### config.mk
export PLATFORM = sky130hd
export DESIGN_NAME = input_video_timing
export DESIGN_NICKNAME = d
export VERILOG_FILES = /design/src/rtl/input_video_timing.sv
export SDC_FILE = /design/constraint.sdc
export NUM_CORES = 1
export LEC_CHECK = 0
export CAP_MARGIN = 20
export CORE_MARGIN = 1
export CORE_UTILIZATION = 40
export CTS_CLUSTER_SIZE = 10
export DETAILED_ROUTE_END_ITERATION = 10
export PLACE_DENSITY = 0.7
export RECOVER_POWER = 50
export SETUP_SLACK_MARGIN = 0.3
export SLEW_MARGIN = 15
export SYNTH_ARGS = -nofsm -noshare
export SYNTH_HDL_FRONTEND = slang
export SYNTH_SLANG_ARGS = --single-unit
### constraint.sdc
create_clock -name clk -period 2.91 [get_ports clk]
set_input_delay 0.582 -clock clk [delete_from_list [all_inputs] [get_ports clk]]
set_output_delay 0.582 -clock clk [all_outputs]
set_load 0.02 [all_outputs]
### src/rtl/input_video_timing.sv
// Recovers the active 720x576 picture window from the VP415 hsync/vsync pair and
// drives the framebuffer write-side enable and frame-restart pulse.
`timescale 1ns/1ps
module input_video_timing #(
  parameter int H_ACTIVE_START = 132,
  parameter int H_ACTIVE       = 720,
  parameter int HALF_LINE      = 432,
  parameter int V_ACTIVE_START = 23,
  parameter int V_ACTIVE       = 288,
  parameter int H_TIMEOUT      = 1000,
  parameter int LOCK_FIELDS    = 4
) (
  input  logic       clk,
  input  logic       reset,
  input  logic [2:0] clkPhase,
  input  logic       hsync_n,
  input  logic       vsync_n,
  output logic       display_en_in,
  output logic       frame_start_flag_in,
  output logic       field_odd,
  output logic [9:0] line_count,
  output logic       locked
);

  localparam int CNT_W = $clog2(LOCK_FIELDS + 1);
  localparam logic [CNT_W-1:0] LOCK_TARGET = CNT_W'(LOCK_FIELDS);
  localparam logic [9:0] CNT_MAX   = 10'd1023;
  localparam logic [9:0] HALF_C    = 10'(HALF_LINE);
  localparam logic [9:0] TIMEOUT_C = 10'(H_TIMEOUT);
  localparam logic [9:0] H_BEG_C   = 10'(H_ACTIVE_START);
  localparam logic [9:0] H_END_C   = 10'(H_ACTIVE_START + H_ACTIVE);
  localparam logic [9:0] V_BEG_C   = 10'(V_ACTIVE_START);
  localparam logic [9:0] V_END_C   = 10'(V_ACTIVE_START + V_ACTIVE);

  typedef enum logic [1:0] {HUNT, QUAL, LOCKED} lock_state_t;

  lock_state_t state, state_nxt;
  logic [CNT_W-1:0] lock_cnt, lock_cnt_nxt, cnt_inc;

  logic hs_p0, hs_p1, hs_p2;
  logic vs_p0, vs_p1, vs_p2;
  logic h_fall, v_fall, tick;
  logic [9:0] h_count;
  logic new_odd, field_good, timeout;
  logic h_win, v_win;
  logic fs_pending;

  // Stage p0/p1: two-flop synchronisers; p2 holds the previous value for edge detect
  always_ff @(posedge clk or posedge reset) begin
    if (reset) begin
      hs_p0 <= 1'b1;
      hs_p1 <= 1'b1;
      hs_p2 <= 1'b1;
      vs_p0 <= 1'b1;
      vs_p1 <= 1'b1;
      vs_p2 <= 1'b1;
    end else begin
      hs_p0 <= hsync_n;
      hs_p1 <= hs_p0;
      hs_p2 <= hs_p1;
      vs_p0 <= vsync_n;
      vs_p1 <= vs_p0;
      vs_p2 <= vs_p1;
    end
  end

  assign h_fall = hs_p2 & ~hs_p1;
  assign v_fall = vs_p2 & ~vs_p1;
  assign tick   = (clkPhase == 3'd0);

  assign new_odd    = (h_count < HALF_C);
  assign field_good = ((line_count == 10'd312) || (line_count == 10'd313)) &&
                      (new_odd != field_odd);
  assign timeout    = (h_count >= TIMEOUT_C);

  // Stage p3: position counters and field parity
  always_ff @(posedge clk or posedge reset) begin
    if (reset) begin
      h_count    <= '0;
      line_count <= '0;
      field_odd  <= 1'b0;
    end else begin
      if (h_fall)
        h_count <= '0;
      else if (tick && (h_count != CNT_MAX))
        h_count <= h_count + 10'd1;

      if (v_fall) begin
        line_count <= '0;
        field_odd  <= new_odd;
      end else if (h_fall && (line_count != CNT_MAX)) begin
        line_count <= line_count + 10'd1;
      end
    end
  end

  always_ff @(posedge clk or posedge reset) begin
    if (reset) begin
      state    <= HUNT;
      lock_cnt <= '0;
    end else begin
      state    <= state_nxt;
      lock_cnt <= lock_cnt_nxt;
    end
  end

  assign cnt_inc = lock_cnt + 1'b1;

  // Lock count is always zero in HUNT, so one increment rule serves HUNT and QUAL.
  always_comb begin
    state_nxt    = state;
    lock_cnt_nxt = lock_cnt;
    if (timeout) begin
      state_nxt    = HUNT;
      lock_cnt_nxt = '0;
    end else if (v_fall) begin
      if (!field_good) begin
        state_nxt    = HUNT;
        lock_cnt_nxt = '0;
      end else if (state != LOCKED) begin
        lock_cnt_nxt = cnt_inc;
        state_nxt    = (cnt_inc >= LOCK_TARGET) ? LOCKED : QUAL;
      end
    end
  end

  assign locked = (state == LOCKED);

  assign h_win = (h_count >= H_BEG_C) && (h_count < H_END_C);
  assign v_win = (line_count >= V_BEG_C) && (line_count < V_END_C);

  // Stage p4: write-side controls. The pulse is registered on phase 0 so it is
  // high during the phase 1 cycle; display only moves on phase 5 so it stays
  // constant across every pixel's six SRAM slots.
  always_ff @(posedge clk or posedge reset) begin
    if (reset) begin
      fs_pending          <= 1'b0;
      frame_start_flag_in <= 1'b0;
      display_en_in       <= 1'b0;
    end else begin
      frame_start_flag_in <= 1'b0;
      if (state_nxt != LOCKED) begin
        fs_pending <= 1'b0;
      end else if (v_fall && new_odd) begin
        fs_pending <= 1'b1;
      end else if (fs_pending && tick && !display_en_in) begin
        fs_pending          <= 1'b0;
        frame_start_flag_in <= 1'b1;
      end

      if (clkPhase == 3'd5)
        display_en_in <= locked && v_win && h_win;
    end
  end

endmodule
; ---- Yosys cells after proc, flatten, opt, wreduce, memory -nomap -nowiden
; Index checks and enable logic that the tools add are counted.
; W data, S select, Z words.
[classes]
n_addsub = 3
n_lt_le_gt_ge = 7
eq_ne = 10
n_mux = 19
bitwise_logic = 4
n_reduce_logical = 18
[op_table]
columns = op, n
row1 = $mux W10, 4
row2 = $add A10 B1 Y10 const B, 2
row3 = $eq A10 B9 Y1 const B, 2
row4 = $lt A10 B9 Y1 const B, 2
row5 = $ne A10 B10 Y1 const B, 2
row6 = $mux W3, 4
row7 = $ge A10 B10 Y1 const B, 1
row8 = $ge A10 B5 Y1 const B, 1
row9 = $ge A10 B8 Y1 const B, 1
row10 = $logic_and A1 B1 Y1, 10
row11 = $lt A10 B10 Y1 const B, 1
row12 = $mux W2, 5
row13 = $mux W1, 6
row14 = $reduce_bool A2 Y1, 3
row15 = $ne A2 B2 Y1 const B, 2
row16 = $add A3 B1 Y3 const B, 1
row17 = $eq A3 B3 Y1 const B, 1
row18 = $ge A3 B3 Y1 const B, 1
row19 = $logic_not A3 Y1, 1
row20 = $ne A3 B1 Y1 const B, 1
row21 = $reduce_bool A3 Y1, 1
row22 = $and A1 B1 Y1, 2
row23 = $eq A2 B2 Y1 const B, 1
row24 = $not A1 Y1, 2
row25 = other kinds (4), 4
[totals]
regBits = 35
in_bits = 7
output_inout_bits = 14
elab_cells = 75

; ---- Logic depth before layout (Yosys ltp)
[depth]
ltp_word = 9
depth_mapped = 6
depth_no_buf = 6

; ---- Worst setup path before layout
; OpenSTA, ideal clock, no wires.
[synth_path]
path_kind = flip-flop to flip-flop
start = register line_count[0]
end = register line_count[8]
setup_time_ps = 78
arrival_ps = 1820
required_time_ps = 2832
slack_ps = 1011
path_stages_with_launch = 7
path_buffers = 0
synth_period_minus_slack_ps = 1899
path_cell_list = dfrtp_1 ha_1 and4_4 a41oi_4 nand3_2 or3_1 a21oi_1
[synth_between]
elab_chain_cells = 3
word_cells_on_any_way = 6
classes_between = add/sub: 1 / eq/ne: 1 / mux: 2 / reduce/logical: 2
[synth_rtl]
columns = item, line
row1 = from (decl), 21  ; output logic [9:0] line_count,
row2 = from (signal assigned), 92  ; line_count <= line_count + 10'd1;
row3 = $add A10 B1 Y10 / $ne A10 B10 Y1 (equally long branches), "92, 91"
row4 = $mux W10 / $logic_and A1 B1 Y1 (equally long branches), 91  ; end else if (h_fall && (line_count != CNT_MAX)) begin
row5 = $mux W10 / $reduce_bool A2 Y1 (equally long branches), -
; Parallel ways exist; a longest one is shown, timed or not. The select of a mux whose other input is x is not followed.
; A chain may end at the register's enable or synchronous reset.

; ---- Final worst setup path
[layout_path]
start = register state[0]
end = output port locked
[layout_between]
elab_chain_cells = 1
[layout_rtl]
columns = item, line
row1 = from (decl), 37  ; lock_state_t state, state_nxt;
row2 = from (signal assigned), 102  ; state <= state_nxt;
row3 = $eq A2 B2 Y1, 127  ; assign locked = (state == LOCKED);
row4 = to (decl), 22  ; output logic locked
; No other way between the ends.

==> out/qor.csv <==
metric;value;unit
Critical Path RT;2.33;ns
Num CTS Buffers;5;
die area;0.005115;mm^2
CP Class;reg2out;
Switching Fraction;26.76;%
HP Class;reg2reg;
final hold slack;0.3627;ns
status;finished clean;
R2R setup slack;0.92;ns
hpwl dp;2596;um
Synth top area share;37.54;%
max-slew violation count;0;
worst rel slew slack;49.36;%
Synth Cell Area;0.001933;mm^2
Pint;722.1;uW
crit path launch type;flop;
Final WS setup;0.7390;ns
Hold Buf Count CTS;0;
Post-synth EDFFs;0;
Core Area;0.004504;mm^2
gr busiest metal;met2;
Synth Warn #;0;
Hold Fails Final Rpt;0;
DRT iter0 DRCs;100;
Root Driver;clkbuf_8;
Tot Pwr;985.9;uW
reg2reg end;line_count[8];
post_cts resized;0;
worst clock skew;0.003845;ns
routing usage on met1;21.79;%
f_max;460.6;MHz
crit path time final;2.171;ns
Post-CTS Setup Inserts;0;
Tcrit/Tclk final;74.61;%
I/O Pins;21;
WHS Endpoint;vs_p1;
Cells after Synth;193;
DIE WIDTH;71.52;um
largest net degree at the start of global routing;36;
vias per inst;5.494;
leading area contributor after synthesis;dfrtp_1;
Reg2Reg Depth;6;
Crit path arrival time;1.59;ns
Psw;263.8;uW
unrepaired setup endpoints after global routing;false;
first-pass GRT wire length;6651;um
sequential share of power;53.9;%
Initial DRT Pass Iterations;4;
fin nets;227;
syn nets;206;
max-cap violation count;0;
ANT nets after route;0;
pre-CTS WS;0.6289;ns
initial antenna violation count;0;
grt met3 use;4.923;%
top post-synthesis cells by area;dfrtp_1 (38%), dfstp_2 (8.2%), xor2_1 (6.3%), nor2_1 (5.2%), ha_1 (3.9%);
Starting Density;42.92;%
vias in the first global route;1390;
input/output buffers;20;
final core occ;49.94;%
clock slew seen by the registers of the worst setup and hold paths;0.07;ns
Final Wtd Congestion;0.7993;
Vias;1467;
Routed WL;3742;um
most common cell after layout, fill and taps aside;dfrtp_1;
worst r2r src;line_count[0];
GRT Overall Usage;16.81;%
largest fanout on the critical path;4;
clock share of power;34.9;%
Remaining DRCs;0;
Final setup viols;0;
CTS H-tree lvls;2;
row cnt;24;
Clk Latency, worst-skew pair;0.29;ns
area delta synth->final;16.38;%
FFs w/ async S/R, synth;100.0;%
met2 GRT Util;26.98;%
drt wl/cell;14.01;um
clock tree from TritonCTS;yes;
Worst Tran Pin Value;0.7580;ns
Pleak;0.0009537;uW
Hold Crit Start;vs_p0;
chip height;71.52;um
clock sink total;35;
n_diodes;0;
worst hold stages;0;
peak supply drop;0.2744;mV
Setup TNS;0;ns
clk buf depth;2;
GRT overflow;0;
Mean Syn Cell Area;10.02;um^2
Post-synth top flop;dfrtp_1;
Pwr Density;438.2;mW/mm^2
share of cells above drive strength 1;11.63;%
Worst setup EP type;primary output;
Distinct cells, synth;51;
synthesized flop and latch total;35;
Combinational Power Share;11.2;%
Seq/Total Area, Yosys;45.70;%
most frequent cells in the layout;dfrtp_1 (29), nor2_1 (27), clkdlybuf4s50_1 (17), nand2_1 (15), xor2_1 (14);
==> cell usage after synthesis, drive strengths merged, types with 2 or more instances <==
master    n
or2       2
inv       7
a211oi    2
xor2     14
dfstp     6
buf       6
nor2b     3
or3       2
a41oi     2
ha        6
and3      3
o21ai     9
nor3      3
and4      2
nand2    15
nand4    10
o2111ai   3
nor4      2
clkbuf    2
nand2b    3
nor2     27
a21oi     7
nand3     8
dfrtp    29
xnor2     4
a21o      3
==> registers in the layout, indices dropped and copies added (netlist names) <==
signal,flops
h_count,10
line_count,10
lock_cnt,3
state,2
display_en_in,1
field_odd,1
frame_start_flag_in,1
fs_pending,1
hs_p0,1
hs_p1,1
hs_p2,1
vs_p0,1
vs_p1,1
vs_p2,1
==> cell families after synthesis <==
family / synth area share, %
xor+xnor: 8.155
flops: 45.70
simple gates: 23.11
compound gates: 15.28
buf+inv: 3.883
fa+ha+maj: 3.883
==> worst max-delay path, cell delays in order, from the launching register on <==
cell and delay (ns):
dfrtp_1 0.37, nand2b_1 0.20, inv_1 0.13, clkdlybuf4s50_1 0.61
==> per-stage QoR <==
stage,cell area [um^2],cells
global route,2250,267
detailed placement,2165,259
global placement,2165,259
finish,2250,267
floorplan,1933,193
CTS,2250,267
==> layer usage <==
metal  routed length [um]  share of wire [%]
met1                 1794                 48
met2                 1768                 47
met3                  171                4.6
met4                    8               0.21
met5                    0                  0
==> cell type report <==
type / instances / area, um^2
Timing Repair Buffer: 22 / 215.2
Fill cell: 439 / 2255
Clock buffer: 6 / 72.57
Sequential cell: 35 / 883.3
Inverter: 7 / 26.28
Tap cell: 52 / 65.06
Clock inverter: 2 / 12.51
Multi-Input combinational cell: 143 / 974.7
==> power groups by stage <==
stage          registers [uW]  clock network (uW)  logic, uW
3_3_place_gp              540                   0        108
2_1_floorplan             546                   0       59.8
3_5_place_dp              541                   0        113
6_report                  532                 344        110
4_1_cts                   532                 357        113
5_1_grt                   535                 377        122
==> how the worst max path moves through the flow <==
| stage | to | cells past startpoint | slack [ns] | startpoint |
|---|---|---|---|---|
| floorplan | line_count[8] | 6 | 1.01 | line_count[0] |
| global placement | h_count[9] | 6 | 0.69 | clkPhase[2] |
| detailed placement | h_count[9] | 6 | 0.63 | clkPhase[2] |
| CTS | locked | 3 | 0.72 | state[0] |
| global route | locked | 3 | 0.67 | state[0] |
| finish | locked | 3 | 0.74 | state[0] |
(Power assumes the default switching activity.)
